File: src/rtl/lookup_arbiter_if.sv
// rtl/lookup_arbiter_if.sv - requester, lookup-unit and status signals of lookup_arbiter
interface lookup_arbiter_if #(
    parameter int P_REQ_NUM = 4
);
    logic [P_REQ_NUM-1:0]    i_req_valid;
    logic [48*P_REQ_NUM-1:0] i_req_mac;
    logic [P_REQ_NUM-1:0]    o_req_ready;
    logic [47:0]             o_check_mac;
    logic [3:0]              o_check_id;
    logic                    o_check_valid;
    logic                    i_result_valid;
    logic [3:0]              i_result_id;
    logic [2:0]              i_outport;
    logic [1:0]              i_seek_flag;
    logic [P_REQ_NUM-1:0]    o_rsp_valid;
    logic [2:0]              o_rsp_outport;
    logic [1:0]              o_rsp_seek_flag;
    logic [P_REQ_NUM-1:0]    o_rsp_err;
    logic [3:0]              o_outstanding;
    logic [15:0]             o_stray_cnt;

    modport slave (
        input  i_req_valid, i_req_mac, i_result_valid, i_result_id, i_outport, i_seek_flag,
        output o_req_ready, o_check_mac, o_check_id, o_check_valid, o_rsp_valid,
               o_rsp_outport, o_rsp_seek_flag, o_rsp_err, o_outstanding, o_stray_cnt
    );

    modport master (
        output i_req_valid, i_req_mac, i_result_valid, i_result_id, i_outport, i_seek_flag,
        input  o_req_ready, o_check_mac, o_check_id, o_check_valid, o_rsp_valid,
               o_rsp_outport, o_rsp_seek_flag, o_rsp_err, o_outstanding, o_stray_cnt
    );
endinterface

File: src/rtl/lookup_arbiter.sv
// rtl/lookup_arbiter.sv - round-robin sharing of the MAC lookup port with tagged result return
module lookup_arbiter #(
    parameter int P_REQ_NUM         = 4,
    parameter int P_MAX_OUTSTANDING = 2,
    parameter int P_TIMEOUT         = 16
) (
    input logic             i_clk,
    input logic             i_rst,
    lookup_arbiter_if.slave bus
);
    localparam int W_PTR = (P_REQ_NUM > 1) ? $clog2(P_REQ_NUM) : 1;
    localparam int W_TMO = $clog2(P_TIMEOUT);
    localparam logic [3:0]       MAX_OUT  = 4'(P_MAX_OUTSTANDING);
    localparam logic [W_TMO-1:0] TMO_LAST = W_TMO'(P_TIMEOUT - 1);
    localparam logic [W_PTR-1:0] PTR_LAST = W_PTR'(P_REQ_NUM - 1);

    typedef enum logic {ST_IDLE, ST_PEND} req_state_t;

    req_state_t           state   [P_REQ_NUM];
    logic [W_TMO-1:0]     tmo_cnt [P_REQ_NUM];
    logic [W_PTR-1:0]     rr_ptr;
    logic [3:0]           outstanding;
    logic [15:0]          stray_cnt;
    logic                 check_valid;
    logic [47:0]          check_mac;
    logic [3:0]           check_id;
    logic [P_REQ_NUM-1:0] rsp_valid;
    logic [2:0]           rsp_outport;
    logic [1:0]           rsp_seek_flag;
    logic [P_REQ_NUM-1:0] rsp_err;

    logic [P_REQ_NUM-1:0] eligible;
    logic [P_REQ_NUM-1:0] grant;
    logic                 grant_any;
    logic [W_PTR-1:0]     grant_idx;
    logic [W_PTR-1:0]     cand;
    int                   scan_idx;
    logic [P_REQ_NUM-1:0] res_hit;
    logic [P_REQ_NUM-1:0] tmo_hit;
    logic                 res_stray;
    logic [3:0]           n_done;

    // Grant scan starts at rr_ptr and wraps; the cap uses the registered count,
    // so a slot freed this cycle is only reusable from the next cycle on.
    always_comb begin
        eligible  = '0;
        grant     = '0;
        grant_any = 1'b0;
        grant_idx = '0;
        cand      = '0;
        scan_idx  = 0;
        for (int k = 0; k < P_REQ_NUM; k++)
            eligible[k] = bus.i_req_valid[k] && (state[k] == ST_IDLE);
        if (!i_rst && (outstanding < MAX_OUT)) begin
            for (int i = 0; i < P_REQ_NUM; i++) begin
                scan_idx = int'(rr_ptr) + i;
                if (scan_idx >= P_REQ_NUM)
                    scan_idx = scan_idx - P_REQ_NUM;
                cand = W_PTR'(scan_idx);
                if (!grant_any && eligible[cand]) begin
                    grant_any = 1'b1;
                    grant_idx = cand;
                end
            end
        end
        grant[grant_idx] = grant_any;
    end

    // A result beats a timeout for the same requester in the same cycle.
    always_comb begin
        res_hit = '0;
        tmo_hit = '0;
        n_done  = '0;
        for (int k = 0; k < P_REQ_NUM; k++) begin
            res_hit[k] = bus.i_result_valid && (bus.i_result_id == 4'(k + 1)) && (state[k] == ST_PEND);
            tmo_hit[k] = (state[k] == ST_PEND) && (tmo_cnt[k] == TMO_LAST) && !res_hit[k];
            n_done     = n_done + 4'(res_hit[k]) + 4'(tmo_hit[k]);
        end
        res_stray = bus.i_result_valid && (res_hit == '0);
    end

    always_ff @(posedge i_clk or posedge i_rst) begin
        if (i_rst) begin
            for (int k = 0; k < P_REQ_NUM; k++) begin
                state[k]   <= ST_IDLE;
                tmo_cnt[k] <= '0;
            end
            rr_ptr        <= '0;
            outstanding   <= '0;
            stray_cnt     <= '0;
            check_valid   <= 1'b0;
            check_mac     <= '0;
            check_id      <= '0;
            rsp_valid     <= '0;
            rsp_outport   <= '0;
            rsp_seek_flag <= '0;
            rsp_err       <= '0;
        end else begin
            check_valid <= grant_any;
            if (grant_any) begin
                check_mac <= bus.i_req_mac[48*int'(grant_idx) +: 48];
                check_id  <= 4'(grant_idx) + 4'd1;
                rr_ptr    <= (grant_idx == PTR_LAST) ? '0 : grant_idx + 1'b1;
            end
            for (int k = 0; k < P_REQ_NUM; k++) begin
                if (grant[k]) begin
                    state[k]   <= ST_PEND;
                    tmo_cnt[k] <= '0;
                end else if (res_hit[k] || tmo_hit[k]) begin
                    state[k] <= ST_IDLE;
                end else if (state[k] == ST_PEND) begin
                    tmo_cnt[k] <= tmo_cnt[k] + 1'b1;
                end
            end
            rsp_valid <= res_hit;
            rsp_err   <= tmo_hit;
            if (res_hit != '0) begin
                rsp_outport   <= bus.i_outport;
                rsp_seek_flag <= bus.i_seek_flag;
            end
            outstanding <= outstanding + {3'b000, grant_any} - n_done;
            if (res_stray && (stray_cnt != 16'hFFFF))
                stray_cnt <= stray_cnt + 16'd1;
        end
    end

    assign bus.o_req_ready     = grant;
    assign bus.o_check_valid   = check_valid;
    assign bus.o_check_mac     = check_mac;
    assign bus.o_check_id      = check_id;
    assign bus.o_rsp_valid     = rsp_valid;
    assign bus.o_rsp_outport   = rsp_outport;
    assign bus.o_rsp_seek_flag = rsp_seek_flag;
    assign bus.o_rsp_err       = rsp_err;
    assign bus.o_outstanding   = outstanding;
    assign bus.o_stray_cnt     = stray_cnt;
endmodule

File: src/flat_wrapper.sv
// flat-port wrapper written by rule: the top's interface ports become plain ports
module lookup_arbiter_flat 
#(
    parameter int P_REQ_NUM         = 4,
    parameter int P_MAX_OUTSTANDING = 2,
    parameter int P_TIMEOUT         = 16
)
  (i_clk, i_rst, bus_i_req_valid, bus_i_req_mac, bus_i_result_valid, bus_i_result_id, bus_i_outport, bus_i_seek_flag, bus_o_req_ready, bus_o_check_mac, bus_o_check_id, bus_o_check_valid, bus_o_rsp_valid, bus_o_rsp_outport, bus_o_rsp_seek_flag, bus_o_rsp_err, bus_o_outstanding, bus_o_stray_cnt);
  lookup_arbiter_if #(.P_REQ_NUM(P_REQ_NUM)) bus_i ();
  input logic i_clk;
  input logic i_rst;
  input wire logic [$bits(bus_i.i_req_valid)-1:0] bus_i_req_valid;
  input wire logic [$bits(bus_i.i_req_mac)-1:0] bus_i_req_mac;
  input wire logic [$bits(bus_i.i_result_valid)-1:0] bus_i_result_valid;
  input wire logic [$bits(bus_i.i_result_id)-1:0] bus_i_result_id;
  input wire logic [$bits(bus_i.i_outport)-1:0] bus_i_outport;
  input wire logic [$bits(bus_i.i_seek_flag)-1:0] bus_i_seek_flag;
  output wire logic [$bits(bus_i.o_req_ready)-1:0] bus_o_req_ready;
  output wire logic [$bits(bus_i.o_check_mac)-1:0] bus_o_check_mac;
  output wire logic [$bits(bus_i.o_check_id)-1:0] bus_o_check_id;
  output wire logic [$bits(bus_i.o_check_valid)-1:0] bus_o_check_valid;
  output wire logic [$bits(bus_i.o_rsp_valid)-1:0] bus_o_rsp_valid;
  output wire logic [$bits(bus_i.o_rsp_outport)-1:0] bus_o_rsp_outport;
  output wire logic [$bits(bus_i.o_rsp_seek_flag)-1:0] bus_o_rsp_seek_flag;
  output wire logic [$bits(bus_i.o_rsp_err)-1:0] bus_o_rsp_err;
  output wire logic [$bits(bus_i.o_outstanding)-1:0] bus_o_outstanding;
  output wire logic [$bits(bus_i.o_stray_cnt)-1:0] bus_o_stray_cnt;
  assign bus_i.i_req_valid = bus_i_req_valid;
  assign bus_i.i_req_mac = bus_i_req_mac;
  assign bus_i.i_result_valid = bus_i_result_valid;
  assign bus_i.i_result_id = bus_i_result_id;
  assign bus_i.i_outport = bus_i_outport;
  assign bus_i.i_seek_flag = bus_i_seek_flag;
  assign bus_o_req_ready = bus_i.o_req_ready;
  assign bus_o_check_mac = bus_i.o_check_mac;
  assign bus_o_check_id = bus_i.o_check_id;
  assign bus_o_check_valid = bus_i.o_check_valid;
  assign bus_o_rsp_valid = bus_i.o_rsp_valid;
  assign bus_o_rsp_outport = bus_i.o_rsp_outport;
  assign bus_o_rsp_seek_flag = bus_i.o_rsp_seek_flag;
  assign bus_o_rsp_err = bus_i.o_rsp_err;
  assign bus_o_outstanding = bus_i.o_outstanding;
  assign bus_o_stray_cnt = bus_i.o_stray_cnt;
  lookup_arbiter #(.P_REQ_NUM(P_REQ_NUM), .P_MAX_OUTSTANDING(P_MAX_OUTSTANDING), .P_TIMEOUT(P_TIMEOUT)) u_core (.i_clk(i_clk), .i_rst(i_rst), .bus(bus_i));
endmodule
File: config.mk
export PLATFORM = sky130hd
export DESIGN_NAME = lookup_arbiter_flat
export DESIGN_NICKNAME = d
export VERILOG_FILES = /design/src/rtl/lookup_arbiter_if.sv /design/src/rtl/lookup_arbiter.sv /design/src/flat_wrapper.sv
export SDC_FILE = /design/constraint.sdc
export NUM_CORES = 1
export LEC_CHECK = 0
export ABC_AREA = 1
export BUFFER_PORTS_ARGS = -buffer_cell sky130_fd_sc_hd__buf_2
export CAP_MARGIN = 20
export CELL_PAD_IN_SITES_DETAIL_PLACEMENT = 0
export CELL_PAD_IN_SITES_GLOBAL_PLACEMENT = 1
export CORE_MARGIN = 2
export CORE_UTILIZATION = 33
export DETAILED_ROUTE_END_ITERATION = 8
export GPL_TIMING_DRIVEN = 0
export PLACE_DENSITY = 0.78
export SLEW_MARGIN = 10
export SYNTH_ARGS = -nofsm -noshare
export SYNTH_HDL_FRONTEND = slang
export SYNTH_SLANG_ARGS = --single-unit
File: constraint.sdc
create_clock -name i_clk -period 4.7 [get_ports i_clk]
set_clock_uncertainty 0.15 [all_clocks]
set_input_delay 0.94 -clock i_clk [delete_from_list [all_inputs] [get_ports i_clk]]
set_output_delay 0.94 -clock i_clk [all_outputs]
set_load 0.1 [all_outputs]
# After elaboration in Yosys (flattened, before gate mapping)

Index checks and enable logic that the tools add are counted.
Widths: inputs -> output; s select.

Memory bits (read-only): 0
Memories kept: 0
Output and inout bits: 90
Bits in latches: 0
Register bits: 108
RAM bits: 0

Bitwise operators: 5
Multiplexer cells: 52
Order comparisons: 11
Div/mod/pow operators: 0
Eq/ne operators: 14
$add $sub $neg: 23
Shift-type cells: 1
$mul: 1
Reduce and logical (&&, ||, !) cells: 53

Operators by type and width:

| cell                  | count |
|---|---|
| $shiftx 192x32->48    | 1 |
| $mux 4                | 12 |
| $add 4x1->4           | 7 |
| $mux 2                | 14 |
| $logic_and 1x1->1     | 27 |
| $mux 1                | 21 |
| $add 16x1->16 const B | 1 |
| $add 4x1->4 const B   | 4 |
| $eq 4x4->1 const B    | 4 |
| $ne 16x16->1 const B  | 1 |
| $reduce_bool 2->1     | 8 |
| $lt 2x3->1 const B    | 5 |
| $ge 3x3->1 const B    | 3 |
| $bmux 1 s2            | 4 |
| $eq 4x2->1 const B    | 2 |
| $logic_not 1->1       | 8 |
| $ne 2x2->1 const B    | 4 |
| $reduce_and 2->1      | 4 |
| $sub 2x1->2 const B   | 4 |
| $add 2x1->3 const B   | 2 |
| $add 2x2->3 const B   | 2 |
| $and 4x4->4           | 1 |
| $eq 4x1->1 const B    | 1 |
| $eq 4x3->1 const B    | 1 |
| 13 further kinds      | 19 |

# Longest topological paths before layout

Depth in word-level cells: 26
Gate-level depth with buffers: 19
Mapped depth without buffers: 17

# Least setup slack after synthesis

No wires, ideal clock.

Path type: reg2out
From: register u_core.rr_ptr[0]
To: output bus_o_req_ready[2]
Setup slack: -0.023 ns
Required time: 3.610 ns
Buffers on the path: 2
Arrival: 3.633 ns
Stages on the path, launching flop included: 15
Path through: dfrtp_1 buf_6 nand3_1 nand3_1 nand2_2 and2_1 nand3_1 nand2_1 nand2_1 nand2_2 inv_2 buf_2 ha_1 inv_1 nor2_1

Word-level cells in the longest chain between the ends: 24
Elaborated cells on any way between the ends: 52

RTL lines:

| element                                                        | RTL line                                   | RTL |
|---|---|---|
| start, declared                                                | lookup_arbiter.sv:21                       | `logic [W_PTR-1:0] rr_ptr;` |
| start signal, assigned                                         | lookup_arbiter.sv:103                      | `rr_ptr <= (grant_idx == PTR_LAST) ? '0 : grant_idx + 1'b1;` |
| $ge 2x3->1 or $sub 2x1->2 (tied branches)                      | lookup_arbiter.sv:57, lookup_arbiter.sv:58 |  |
| $mux 2                                                         | lookup_arbiter.sv:57                       | `if (scan_idx >= P_REQ_NUM)` |
| $mux 2                                                         | lookup_arbiter.sv:54                       | `if (!i_rst && (outstanding < MAX_OUT)) begin` |
| $bmux 1 s2                                                     | lookup_arbiter.sv:60                       | `if (!grant_any && eligible[cand]) begin` |
| $mux 1 (implied by the code)                                   | lookup_arbiter.sv:60                       |  |
| $mux 1                                                         | lookup_arbiter.sv:60                       |  |
| $mux 1                                                         | lookup_arbiter.sv:54                       |  |
| $logic_not 1->1                                                | lookup_arbiter.sv:60                       |  |
| (+8 left out)                                                  | --                                         |  |
| $logic_and 1x1->1                                              | lookup_arbiter.sv:60                       |  |
| $mux 2                                                         | lookup_arbiter.sv:60                       |  |
| $mux 2                                                         | lookup_arbiter.sv:54                       |  |
| $lt 2x3->1 (implied by the code) or $ge 2x1->1 (tied branches) | lookup_arbiter.sv:66                       | `grant[grant_idx] = grant_any;` |
| $logic_and 1x1->1 (implied by the code)                        | lookup_arbiter.sv:66                       |  |
| $mux 1 (implied by the code)                                   | lookup_arbiter.sv:66                       |  |
| $demux 1 s2                                                    | --                                         |  |
| $and 4x4->4 (no source line) *                                 | --                                         |  |
| end, declared                                                  | flat_wrapper.sv:18                         | `output wire logic [$bits(bus_i.o_req_ready)-1:0] bus_o_req_ready;` |

Mark *: on every way between the ends. The rest lies on a longest branch, timed or not. The select of a mux whose other input is x is not followed.

# Worst setup path after layout

From: input bus_i_req_valid[3]
To: register u_core.outstanding[3], in the netlist u_core.bus.o_outstanding[3]

Word-level cells in the longest chain between the ends: 19
Elaborated cells on any way between the ends: 25

RTL lines:

| element                      | RTL line              | RTL |
|---|---|---|
| start, declared              | flat_wrapper.sv:12    | `input wire logic [$bits(bus_i.i_req_valid)-1:0] bus_i_req_valid;` |
| $logic_and 1x1->1 *          | lookup_arbiter.sv:53  | `eligible[k] = bus.i_req_valid[k] && (state[k] == ST_IDLE);` |
| $bmux 1 s2                   | lookup_arbiter.sv:60  |  |
| $mux 1 (implied by the code) | lookup_arbiter.sv:60  |  |
| $mux 1                       | lookup_arbiter.sv:60  |  |
| $mux 1                       | lookup_arbiter.sv:54  |  |
| $logic_not 1->1              | lookup_arbiter.sv:60  |  |
| $logic_and 1x1->1            | lookup_arbiter.sv:60  |  |
| $mux 1                       | lookup_arbiter.sv:60  |  |
| (+3 left out)                | --                    |  |
| $mux 1                       | lookup_arbiter.sv:60  |  |
| $mux 1                       | lookup_arbiter.sv:54  |  |
| $logic_not 1->1              | lookup_arbiter.sv:60  |  |
| $logic_and 1x1->1            | lookup_arbiter.sv:60  |  |
| $mux 1 *                     | lookup_arbiter.sv:60  |  |
| $mux 1 *                     | lookup_arbiter.sv:54  |  |
| $add 4x1->4 *                | lookup_arbiter.sv:121 | `outstanding <= outstanding + {3'b000, grant_any} - n_done;` |
| $sub 4x4->4 *                | lookup_arbiter.sv:121 |  |
| end signal, assigned         | lookup_arbiter.sv:121 |  |
| end, declared                | lookup_arbiter.sv:22  | `logic [3:0] outstanding;` |

Marked as above.
A chain may end at the register's enable or synchronous reset.

==> metrics <==
final setup fails=0; r2r setup slk=0.47 ns; Comb pwr share=65.7%; Chip Width=151 um; Worst Hold Path EP=u_core.bus.o_check_mac[17]; Tightest Pin Transition=0.529 ns; worst hold path class=reg -> reg; initial antenna violation count=2; grt ovf=0; Post-Place Cells=1600; via count=7621; CTS sink count=105; commonest non-fill, non-tap cell in the layout=nand2_1; Core Region=21200 um2; layout cells sized above 1=28.9%; ys flop type=dfrtp_1; PortBufs=296; RSZ-0062 raised after global routing=false; most frequent cells in the layout=nand2_1 (385), buf_2 (326), nand3_1 (175); clock network power share=11.4%; max frequency=0.231 GHz; First-pass DRT Iterations=5; GR Util All Layers=22.7%; WHS Path Cells=2; Rows=53; FF-to-FF path depth=18; Internal Pwr Total=2470 uW; fill count=2328; PD cells=694 nW/um2; CP Class=in -> reg; Synth top area share=36.8%; largest net degree at the start of global routing=71; area leader, netlist=dfrtp_1; clk_lat worst skew=0.35 ns; top post-synthesis cells by area=dfrtp_1 (37%), nand2_1 (20%), nand3_1 (12%); outcome=finished clean; CTS Buffer Depth=2; Mapped Area=7140 um2; Hold Startpoint=u_core.bus.o_check_mac[17]; Yosys reg bits=105; GP Congestion=0.876; final period utilization=92.0%; Yosys warning total=0; Post-DRT Antenna Nets=0; Post-layout nets=1565; Power, Total=6450 uW; hold_ws=0.325 ns; EDFF count, synth=0; MaxCap Viol Count=0; Tmin final=4.32 ns; switch share=61.7%; Gate Count Post-Synth=1027; TritonCTS Buffers=9; critical path fanouts, max=10; post-synth cell types=36; Top Ports=298; die area=22800 um2; Avg Inst Size Synth=6.95 um2; fin cells=1617; first-pass GRT wire length=39400 um; R2R Path Start=u_core.rr_ptr[0]; Multi-input gate area=3730 um2; Max-slew headroom=64.5%; Die H=151 um; TritonCTS clock tree=built; crit path DAT=4.45 ns; CTS H-Tree Depth=3; P&R area growth vs syn=30.1%; final hold violations=0; Vias/cell=4.71; net switching power=3980 uW; Critical Path Source Type=primary input; clk root buf=clkbuf_16; Post-route DRC=0; DPL Wire Length=20400 um; share of synthesized flip-flops with an asynchronous set or reset=100%; fin. max-slew vios=0; RR Endpoint=u_core.bus.o_outstanding[3]; Critical Path RT=4.83 ns; Final Util=43.9%; Routed WL per cell=16.0 um; vias in the first global route=7370; DRT iter0 DRCs=289; crit end category=flip-flop; Post-Route WL=25900 um; sequential share of power=22.9%; Clk pin slew, worst setup/hold paths=0.07 ns; sequential cell area=2630 um2; Seq/Total Area, Yosys=36.8%; Leakage=0.00555 uW; Max IR drop VDD=0.756 mV; Initial Util=33.8%
critical path, cell delays in order:
cell     delay [ns]
buf_2          0.09
nand3_1        0.14
nand3_1        0.14
nand2_2        0.10
nand3_2        0.10
nor2_2         0.06
nor2_8         0.18
inv_2          0.13
buf_2          0.23
fa_1           0.43
fa_1           0.48
inv_1          0.05
fa_1           0.38
fa_1           0.48
ha_1           0.22
xnor2_1        0.16
xnor2_1        0.14
how the worst max path moves through the flow:
stage / from / slack (ns) / to
after global routing: bus_i_req_valid[3] / 0.14 / u_core.bus.o_outstanding[3]
after floorplan: u_core.rr_ptr[0] / 0.20 / u_core.bus.o_outstanding[3]
after global placement: i_rst / -0.68 / u_core.bus.o_check_mac[25]
final: bus_i_req_valid[3] / 0.38 / u_core.bus.o_outstanding[3]
after CTS: i_rst / 0.07 / u_core.bus.o_outstanding[3]
after detailed placement: i_rst / -0.30 / u_core.bus.o_outstanding[3]
Yosys cell counts (9+ instances only):
master	count
nand4_1	9
inv_1	121
buf_4	10
ha_1	15
nand3_1	175
buf_2	30
nand3b_1	50
xnor2_1	10
dfrtp_1	105
nand2_1	385
nor2_1	30
xor2_1	14
layout make-up:
class                      instances  area share [%]
tap                              275            3.70
timing repair buffer             297            16.2
multi-input combinational        743            40.2
sequential                       105            28.3
clock inverter                     6           0.431
clock buffer                      10            2.57
buffer                            55            3.43
antenna                            1          0.0269
inverter                         125            5.16
power groups by stage:
| stage | clock network [uW] | logic, uW | registers, uW |
|---|---|---|---|
| floorplan | 0 | 1440 | 3310 |
| global placement | 0 | 4240 | 1480 |
| detailed placement | 0 | 4270 | 1490 |
| CTS | 758 | 4270 | 1480 |
| global route | 796 | 4560 | 1520 |
| finish | 737 | 4240 | 1480 |
per-layer routing:
metal | up-vias | part of all wire [%] | wire length, um | global-route usage (%)
li1 | 3829 | - | - | -
met1 | 3499 | 44 | 11400 | 29.6
met2 | 260 | 47 | 12200 | 38.2
met3 | 31 | 7.1 | 1850 | 4.67
met4 | 2 | 1.7 | 444 | 6.17
met5 | - | 0.050 | 13 | 0
sequential cells by signal, indices dropped and copies added (netlist names):
signal                      flops
u_core.bus.o_check_mac         48
u_core.bus.o_stray_cnt         16
u_core.tmo_cnt                 16
u_core.bus.o_outstanding        4
u_core.bus.o_rsp_err            4
u_core.bus.o_rsp_valid          4
u_core.state                    4
u_core.bus.o_rsp_outport        3
u_core.bus.o_check_id           2
u_core.bus.o_rsp_seek_flag      2
u_core.bus.o_check_valid        1
u_core.rr_ptr                   1
per-stage QoR:
step	instance area (um2)	setup TNS [ns]	worst slack [ns]
final	9290	0	0.376
after global routing	9290	0	0.139
after CTS	9280	0	0.0688
after detailed placement	9000	-0.406	-0.296
after global placement	8970	-70.61	-0.683
after floorplan	7150	0	0.197
logic make-up (layout without fill, tap and decap cells):
family          count (synthesis)  after routing  share of synthesized area [%]
simple gates                  678            678                           43.1
compound gates                 13             13                          0.929
xor+xnor                       24             24                           2.94
buf+inv                       180            493                           11.1
other cells                     1              3                         0.0525
flops                         105            105                           36.8
mux                             5              5                          0.788
fa+ha+maj                      21             21                           4.31
repair_timing:
item | in CTS | in global routing
hold buffers | 0 | 0
setup buffers | 0 | 0
gates resized for setup | 0 | 1
setup endpoints to repair | 0 | 1
(Power assumes the default switching activity.)
